$ cat config.mk
export PLATFORM = sky130hd
export DESIGN_NAME = alu_writeback
export DESIGN_NICKNAME = d
export VERILOG_FILES = /design/src/rtl/alu_pkg.sv /design/src/rtl/alu_result_sel.sv /design/src/rtl/alu_writeback.sv
export SDC_FILE = /design/constraint.sdc
export NUM_CORES = 1
export LEC_CHECK = 0
export CAP_MARGIN = 10
export CORE_MARGIN = 8
export CORE_UTILIZATION = 39
export DETAILED_ROUTE_END_ITERATION = 8
export PLACE_DENSITY = 0.85
export SYNTH_ARGS = -nofsm -noshare
export SYNTH_HDL_FRONTEND = slang
export SYNTH_SLANG_ARGS = --single-unit
$ cat constraint.sdc
create_clock -name clk -period 7.2 [get_ports clk]
set_input_delay 1.44 -clock clk [delete_from_list [all_inputs] [get_ports clk]]
set_output_delay 1.44 -clock clk [all_outputs]
set_load 0.1 [all_outputs]
$ cat src/rtl/alu_pkg.sv
// Shared definitions for the ALU writeback slice: default widths, opcode
// encodings and the writeback FSM state type.
package alu_pkg;

    localparam int DATA_W_DEF = 16;
    localparam int ADDR_W_DEF = 5;
    localparam int OPCODE_W   = 6;

    localparam logic [OPCODE_W-1:0] OP_ADD  = 6'b000100;
    localparam logic [OPCODE_W-1:0] OP_SUB  = 6'b000101;
    localparam logic [OPCODE_W-1:0] OP_NEG  = 6'b000110;
    localparam logic [OPCODE_W-1:0] OP_MUL  = 6'b000111;
    localparam logic [OPCODE_W-1:0] OP_DIV  = 6'b001000;
    localparam logic [OPCODE_W-1:0] OP_OR   = 6'b001001;
    localparam logic [OPCODE_W-1:0] OP_XOR  = 6'b001010;
    localparam logic [OPCODE_W-1:0] OP_NAND = 6'b001011;
    localparam logic [OPCODE_W-1:0] OP_NOR  = 6'b001100;
    localparam logic [OPCODE_W-1:0] OP_XNOR = 6'b001101;
    localparam logic [OPCODE_W-1:0] OP_NOT  = 6'b001110;

    typedef enum logic [1:0] {
        IDLE  = 2'd0,
        WR_LO = 2'd1,
        WR_HI = 2'd2
    } state_t;

    function automatic logic is_mul_op(input logic [OPCODE_W-1:0] op);
        return op == OP_MUL;
    endfunction

endpackage

$ cat src/rtl/alu_result_sel.sv
// Combinational opcode-to-result mux; results are zero-extended to the
// double-width MUL format and flagged when the opcode writes back.
module alu_result_sel
    import alu_pkg::*;
#(
    parameter int DATA_W = DATA_W_DEF
) (
    input  logic [OPCODE_W-1:0] opcode,
    input  logic [DATA_W-1:0]   sum,
    input  logic [DATA_W-1:0]   diff,
    input  logic [DATA_W-1:0]   negate,
    input  logic [DATA_W-1:0]   divi,
    input  logic [DATA_W-1:0]   or_gat,
    input  logic [DATA_W-1:0]   xor_gat,
    input  logic [DATA_W-1:0]   nand_gat,
    input  logic [DATA_W-1:0]   nor_gat,
    input  logic [DATA_W-1:0]   xnor_gat,
    input  logic [DATA_W-1:0]   not_gat,
    input  logic [2*DATA_W-1:0] multiplied,
    output logic [2*DATA_W-1:0] result,
    output logic                supported
);

    logic [DATA_W-1:0] narrow;

    always_comb begin
        narrow    = '0;
        supported = 1'b1;
        unique case (opcode)
            OP_ADD:  narrow = sum;
            OP_SUB:  narrow = diff;
            OP_NEG:  narrow = negate;
            OP_MUL:  narrow = '0;
            OP_DIV:  narrow = divi;
            OP_OR:   narrow = or_gat;
            OP_XOR:  narrow = xor_gat;
            OP_NAND: narrow = nand_gat;
            OP_NOR:  narrow = nor_gat;
            OP_XNOR: narrow = xnor_gat;
            OP_NOT:  narrow = not_gat;
            default: supported = 1'b0;
        endcase
    end

    assign result = is_mul_op(opcode) ? multiplied : {{DATA_W{1'b0}}, narrow};

endmodule

$ cat src/rtl/alu_writeback.sv
// Writeback stage: accepts one ALU result set, writes it to the register file
// (two words for MUL) and reports completion, errors and a zero flag.
module alu_writeback
    import alu_pkg::*;
#(
    parameter int DATA_W = DATA_W_DEF,
    parameter int ADDR_W = ADDR_W_DEF
) (
    input  logic                clk,
    input  logic                rst,
    input  logic                in_valid,
    output logic                in_ready,
    input  logic [OPCODE_W-1:0] opcode,
    input  logic [ADDR_W-1:0]   rdst1,
    input  logic [ADDR_W-1:0]   rdst2,
    input  logic [DATA_W-1:0]   sum,
    input  logic [DATA_W-1:0]   diff,
    input  logic [DATA_W-1:0]   negate,
    input  logic [DATA_W-1:0]   divi,
    input  logic [DATA_W-1:0]   or_gat,
    input  logic [DATA_W-1:0]   xor_gat,
    input  logic [DATA_W-1:0]   nand_gat,
    input  logic [DATA_W-1:0]   nor_gat,
    input  logic [DATA_W-1:0]   xnor_gat,
    input  logic [DATA_W-1:0]   not_gat,
    input  logic [2*DATA_W-1:0] multiplied,
    output logic                wr_en,
    output logic [ADDR_W-1:0]   wr_addr,
    output logic [DATA_W-1:0]   wr_data,
    output logic                done,
    output logic                err,
    output logic                zero_flag
);

    state_t              state_q, state_d;
    logic [OPCODE_W-1:0] opcode_q, opcode_d;
    logic [ADDR_W-1:0]   rdst2_q, rdst2_d;
    logic [DATA_W-1:0]   result_hi_q, result_hi_d;
    logic                wr_en_q, wr_en_d;
    logic [ADDR_W-1:0]   wr_addr_q, wr_addr_d;
    logic [DATA_W-1:0]   wr_data_q, wr_data_d;
    logic                done_q, done_d;
    logic                err_q, err_d;
    logic                zero_q, zero_d;

    logic [2*DATA_W-1:0] sel_result;
    logic                sel_supported;
    logic                accept;

    alu_result_sel #(
        .DATA_W(DATA_W)
    ) u_result_sel (
        .opcode    (opcode),
        .sum       (sum),
        .diff      (diff),
        .negate    (negate),
        .divi      (divi),
        .or_gat    (or_gat),
        .xor_gat   (xor_gat),
        .nand_gat  (nand_gat),
        .nor_gat   (nor_gat),
        .xnor_gat  (xnor_gat),
        .not_gat   (not_gat),
        .multiplied(multiplied),
        .result    (sel_result),
        .supported (sel_supported)
    );

    assign in_ready = (state_q == IDLE);
    assign accept   = in_valid && in_ready;

    // The low word and rdst1 go straight into the write registers on accept;
    // only what the high-word cycle needs is held in capture registers.
    always_comb begin
        state_d     = state_q;
        opcode_d    = opcode_q;
        rdst2_d     = rdst2_q;
        result_hi_d = result_hi_q;
        wr_en_d     = 1'b0;
        wr_addr_d   = '0;
        wr_data_d   = '0;
        done_d      = 1'b0;
        err_d       = 1'b0;
        zero_d      = zero_q;
        unique case (state_q)
            IDLE: begin
                if (accept) begin
                    opcode_d    = opcode;
                    rdst2_d     = rdst2;
                    result_hi_d = sel_result[2*DATA_W-1:DATA_W];
                    if (sel_supported) begin
                        state_d   = WR_LO;
                        wr_en_d   = 1'b1;
                        wr_addr_d = rdst1;
                        wr_data_d = sel_result[DATA_W-1:0];
                        done_d    = !is_mul_op(opcode);
                        zero_d    = (sel_result == '0);
                    end else begin
                        err_d  = 1'b1;
                        done_d = 1'b1;
                    end
                end
            end
            WR_LO: begin
                if (is_mul_op(opcode_q)) begin
                    state_d   = WR_HI;
                    wr_en_d   = 1'b1;
                    wr_addr_d = rdst2_q;
                    wr_data_d = result_hi_q;
                    done_d    = 1'b1;
                end else begin
                    state_d = IDLE;
                end
            end
            WR_HI:   state_d = IDLE;
            default: state_d = IDLE;
        endcase
    end

    always_ff @(posedge clk) begin
        if (rst) begin
            state_q     <= IDLE;
            opcode_q    <= '0;
            rdst2_q     <= '0;
            result_hi_q <= '0;
            wr_en_q     <= 1'b0;
            wr_addr_q   <= '0;
            wr_data_q   <= '0;
            done_q      <= 1'b0;
            err_q       <= 1'b0;
            zero_q      <= 1'b0;
        end else begin
            state_q     <= state_d;
            opcode_q    <= opcode_d;
            rdst2_q     <= rdst2_d;
            result_hi_q <= result_hi_d;
            wr_en_q     <= wr_en_d;
            wr_addr_q   <= wr_addr_d;
            wr_data_q   <= wr_data_d;
            done_q      <= done_d;
            err_q       <= err_d;
            zero_q      <= zero_d;
        end
    end

    assign wr_en     = wr_en_q;
    assign wr_addr   = wr_addr_q;
    assign wr_data   = wr_data_q;
    assign done      = done_q;
    assign err       = err_q;
    assign zero_flag = zero_q;

endmodule

Yosys cells after proc, flatten, opt, wreduce, memory -nomap -nowiden
Cells that the tools add are included.
Cells by class
  equality and inequality tests: 15
  mux-type cells: 23
  bitwise operators: 2
  reductions and logical operators: 9
Operators with widths (number)
  $pmux 16 s10: 1
  $mux 16: 3
  $eq 6x4->1 const B: 7
  $logic_not 32->1: 1
  $mux 32: 1
  $pmux 16 s2: 1
  $eq 6x3->1 const B: 5
  $mux 5: 3
  $reduce_or 11->1: 1
  $pmux 5 s2: 1
  $mux 1: 7
  $mux 2: 3
  $ne 2x1->1 const B: 2
  $pmux 1 s2: 2
  $pmux 2 s2: 1
  $reduce_and 2->1: 2
  $reduce_and 3->1: 1
  $reduce_or 3->1: 1
  $eq 2x1->1 const B: 1
  $logic_not 2->1: 1
  $not 1->1: 2
  $logic_and 1x1->1: 1
  $logic_not 1->1: 1
Storage, ports and cells
  bits in registers: 54
  input bits: 211
  output and inout port bits: 26
  word-level logic and storage cells: 59

Longest topological paths before layout
  word-level depth: 6
  depth in mapped cells: 10
  depth with buffers taken out: 7

Modules after synthesis
Synthesis repeated with hierarchy kept, for this count alone.
Unflattened totals
  cells, all modules: 422
  area total of the unflattened synthesis: 3666.0 um2
Modules (own cells, without submodules)
  alu_writeback: instances 1, cells an instance 222, area each 1983.2 um2, seq. area each 1081.0 um2
  alu_result_sel: instances 1, cells an instance 200, area each 1682.9 um2, seq. area each 0.0 um2

Worst setup path before layout
Ideal clock, no wire load.
  path type: input to register
  from: in opcode[2]
  to: reg zero_q (netlist: zero_flag)
  setup time: 0.059 ns
  arrival: 3.211 ns
  data required time: 7.141 ns
  setup slack: 3.930 ns
  stages on the path: 9
  path buffers: 2
  cells stage by stage: buf_2 -> buf_2 -> mux2_1 -> nand3_1 -> nand4_1 -> a2111oi_1 -> nand4_1 -> nor4_1 -> a31o_1
On the way
  word-level cells in the longest chain between the ends: 4
  elaborated cells on any way between the ends: 17
  classes of those cells: eq/ne: 11; mux: 3; reduce/logical: 3
RTL lines
  from (decl): line alu_writeback.sv:13  | input logic [OPCODE_W-1:0] opcode,
  $eq 6x4->1 (tied with other cells): line alu_result_sel.sv:29  | unique case (opcode)
  $pmux 16 s10 / $reduce_or 11->1 (equally long branches)
  $mux 32 / $mux 1 (equally long branches): line alu_result_sel.sv:45, alu_result_sel.sv:29
  $logic_not 32->1 / $reduce_and 3->1 (equally long branches)
  to (signal assigned): line alu_writeback.sv:142  | zero_q <= zero_d;
  to (decl): line alu_writeback.sv:44  | logic zero_q, zero_d;
Parallel ways exist; a longest one is shown, timed or not.
A chain may end at the register's enable or synchronous reset.

Worst setup path in the final report
Ends and elaborated chain as after synthesis.

==> flow_summary.toml <==
[critical_path]
worst-setup-path-type = "in -> reg"
crit_fanout = 30
cell_family_with_most_cp_delay = "buffers and inverters"
setup.worst_path.end_class = "flop"
critical_path_slowest_stage_cell = "clkdlybuf4s50_1"
timing.critical_path.cells = "clkdlybuf4s50_1, nand2_1, nor4_4, buf_4, o21ai_1, nor2_1, nand3_1, nor4_1, a31o_1"
worstPathRequired_ps = 7460
worst_setup_path_start_kind = "input port"
worst_ep_arrival_time_ps = 4720
worstSetupPathDepth = 9
slowest_delay_ps = 1150
critical_path.n_buffers_inverters = 2
worst-r2r-cell-count = 7

[finish]
antenna_cells_inserted = 0
final_nets = 876
num-fill-cells = 758
area_growth_pct = 68.5
drive_above_1_share_pct = 5.26
multi_input_comb_area_mm2 = 0.00231
sequential_cell_area_mm2 = 0.00108

[floorplan]
design.die.area_mm2 = 0.0125
design.portCount = 237
core_area_mm2 = 0.00906
die_x_um = 112
dieHeight_um = 112
row_count = 35
effective_utilization_at_floorplan_pct = 39.4

[sta]
hold_viol = 0
finalCriticalPeriod_ps = 4470
timing.final.setup_violations = 0
fmax_mhz = 224
slew_headroom_pct = 28.1
hold_ws_ps = 457
timing.final.max_slew_violations = 0
final.setup_skew_ps = 7.59
finalCritPeriodShare_pct = 62.1
worst_slew_pin_slew_ps = 1080
unrepaired_setup_endpoints_after_global_routing = "no"
setup-tns-final_ps = 0

[logic_synthesis]
synth_async_sr_flop_share_pct = 0
synthesis.area_mm2 = 0.00357
ys_dominant_reg_cell = "dfxtp_1"
register_area_share_after_synthesis_pct = 30.3
netlist-cell-type-count = 62
postSynthCellCount = 456
synth-edff-count = 0
ys_top_cells_by_area = "dfxtp_1 30%, nand2_1 6.6%, a21oi_1 5.9%"
postSynthRegisterBits = 54
syn_nets = 667
synthesis.yosys.warnings = 0
yosysTopAreaCell = "dfxtp_1"
area_share_of_the_largest_cell_type_after_synthesis_pct = 30.3
synthesis.area_per_instance_um2 = 7.83

[power]
p_leak_uw = 0.00209
p_per_area_mw_per_mm2 = 118
max-vdd-ir-drop_uv = 91.5

[clock_network]
clk_pin_slew_ps = 90
tritoncts.num_buffers = 5
htreeDepth = 2
number_of_resized_instances_in_the_post_cts_repair_step = 0
worstSkewPairLatency_ps = 310
numClockSinks = 54
root_buffer = "clkbuf_8"
tritoncts = "done"
post_cts_hold_buffer_count = 0
postCtsSetupRepairBufs = 0
clk_path_buf_depth = 2

[route]
met1_length_mm = 6.90
met3_length_mm = 1.62
wire_length_after_detailed_routing_mm = 17.7
ant_nets = 0
top_signal_layer_used = "met4"
met2_length_mm = 8.84
remaining_drc_errors = 0
first_iter_violations = 470
vias = 4607
routedWlPerCell_um = 22.8
post_drt_via_cell_ratio = 5.93
dr.pass1.iters = 5

[worst_hold_path]
holdCritPathClass = "reg -> reg"
worstHoldPathCells = 2

[placement]
gp_congestion = 0.950
detailed_place_hpwl_mm = 14.4
numPortBuffers = 236

[global_routing]
first_pass_grt_wire_length_mm = 26.8
gr-total-overflow = 0
antenna_found_initial = 0
globalRouteTotalUtil_pct = 27.0
first_global_vias = 4793
grt_max_degree = 50

[status]
status = "completed"

[run]
max-cap-violations = 0
-- layout by cell type (no fill, tap or decap), types with 8 or more instances in the layout --
cell / n
o21ai_0: 8
dfxtp_1: 54
mux2_2: 8
mux2i_1: 20
nor2b_1: 10
nand2_1: 63
a21oi_1: 42
clkdlybuf4s50_1: 235
a22oi_1: 21
nor4_1: 14
nand3_1: 28
nor2_1: 44
-- Yosys cell counts (all sizes together) (3+ instances only) --
master / count
and2: 4
nor4: 16
a31oi: 3
nor3: 6
dfxtp: 54
a32oi: 4
nor2: 45
nand3: 28
clkbuf: 17
a22o: 5
o2bb2ai: 7
or4b: 3
nand2: 63
nand3b: 3
nand2b: 3
mux2i: 20
nor4b: 4
mux4: 4
a21oi: 42
nor3b: 4
a2111oi: 5
a221oi: 3
nor2b: 10
buf: 22
nand4: 6
a222oi: 5
mux2: 9
and3: 6
a22oi: 21
o21ai: 9
-- stage by stage --
step           cells  setup slack (ps)  utilization (%)  total power, µW  instance area (µm²)
2_1_floorplan    456              3930                -              400                 3570
3_3_place_gp     769              2600             65.4              545                 5930
3_5_place_dp     769              2480             65.4              545                 5930
4_1_cts          777              2800             66.3              708                 6010
5_1_grt          777              2490             66.3              734                 6010
6_report         777              2730             66.3              710                 6010
-- worst reg2reg max path: cells and delay by family (launching register included) --
family          cells  cell delay (ps)
simple gates        5             1650
compound gates      2              740
flops               1              360
-- final timing paths --
path | endpoint | slack (ps) | from
hold reg to reg | result_hi_q[2]$_SDFFE_PP0P_ | 460 | result_hi_q[2]$_SDFFE_PP0P_
setup reg to reg | zero_flag$_SDFFE_PP0P_ | 4420 | state_q[0]$_SDFFE_PP0P_
hold / removal | result_hi_q[2]$_SDFFE_PP0P_ | 460 | result_hi_q[2]$_SDFFE_PP0P_
setup / recovery | zero_flag$_SDFFE_PP0P_ | 2730 | opcode[2]
-- final cells by class --
| cell class | count | area share [%] |
|---|---|---|
| clock buffer | 6 | 1.21 |
| clock inverter | 2 | 0.229 |
| inverter | 1 | 0.0624 |
| multi-input combinational | 362 | 38.4 |
| sequential | 54 | 18.0 |
| tap | 111 | 2.31 |
| timing repair buffer | 241 | 39.8 |
-- cells by family after synthesis --
| family | Yosys count | synth area share, % |
|---|---|---|
| AOI/OAI and AO/OA | 117 | 22.9 |
| buffers and inverters | 40 | 5.40 |
| DFF | 54 | 30.3 |
| muxes | 33 | 11.0 |
| and+or+nand+nor | 212 | 30.4 |
-- per-layer routing --
layer | track usage [%] | vias to the layer above
met4 | 6.29 | 0
met3 | 7.79 | 32
met1 | 30.6 | 2133
met2 | 48.4 | 309
met5 | 0 | -
li1 | - | 2133
-- report_power, final --
group | switching (µW) | internal [µW]
Combinational | 99.5 | 135
Sequential | 2.78 | 304
Clock | 100 | 68.9
-- sequential cells by signal (all words and copies together), names as in the netlist --
name and count:
rdst2_q 5, done 1, wr_en 1, state_q 2
wr_addr 5, result_hi_q 16, err 1, wr_data 16
zero_flag 1, opcode_q 6
No activity file was read; power rests on OpenSTA's default activity.
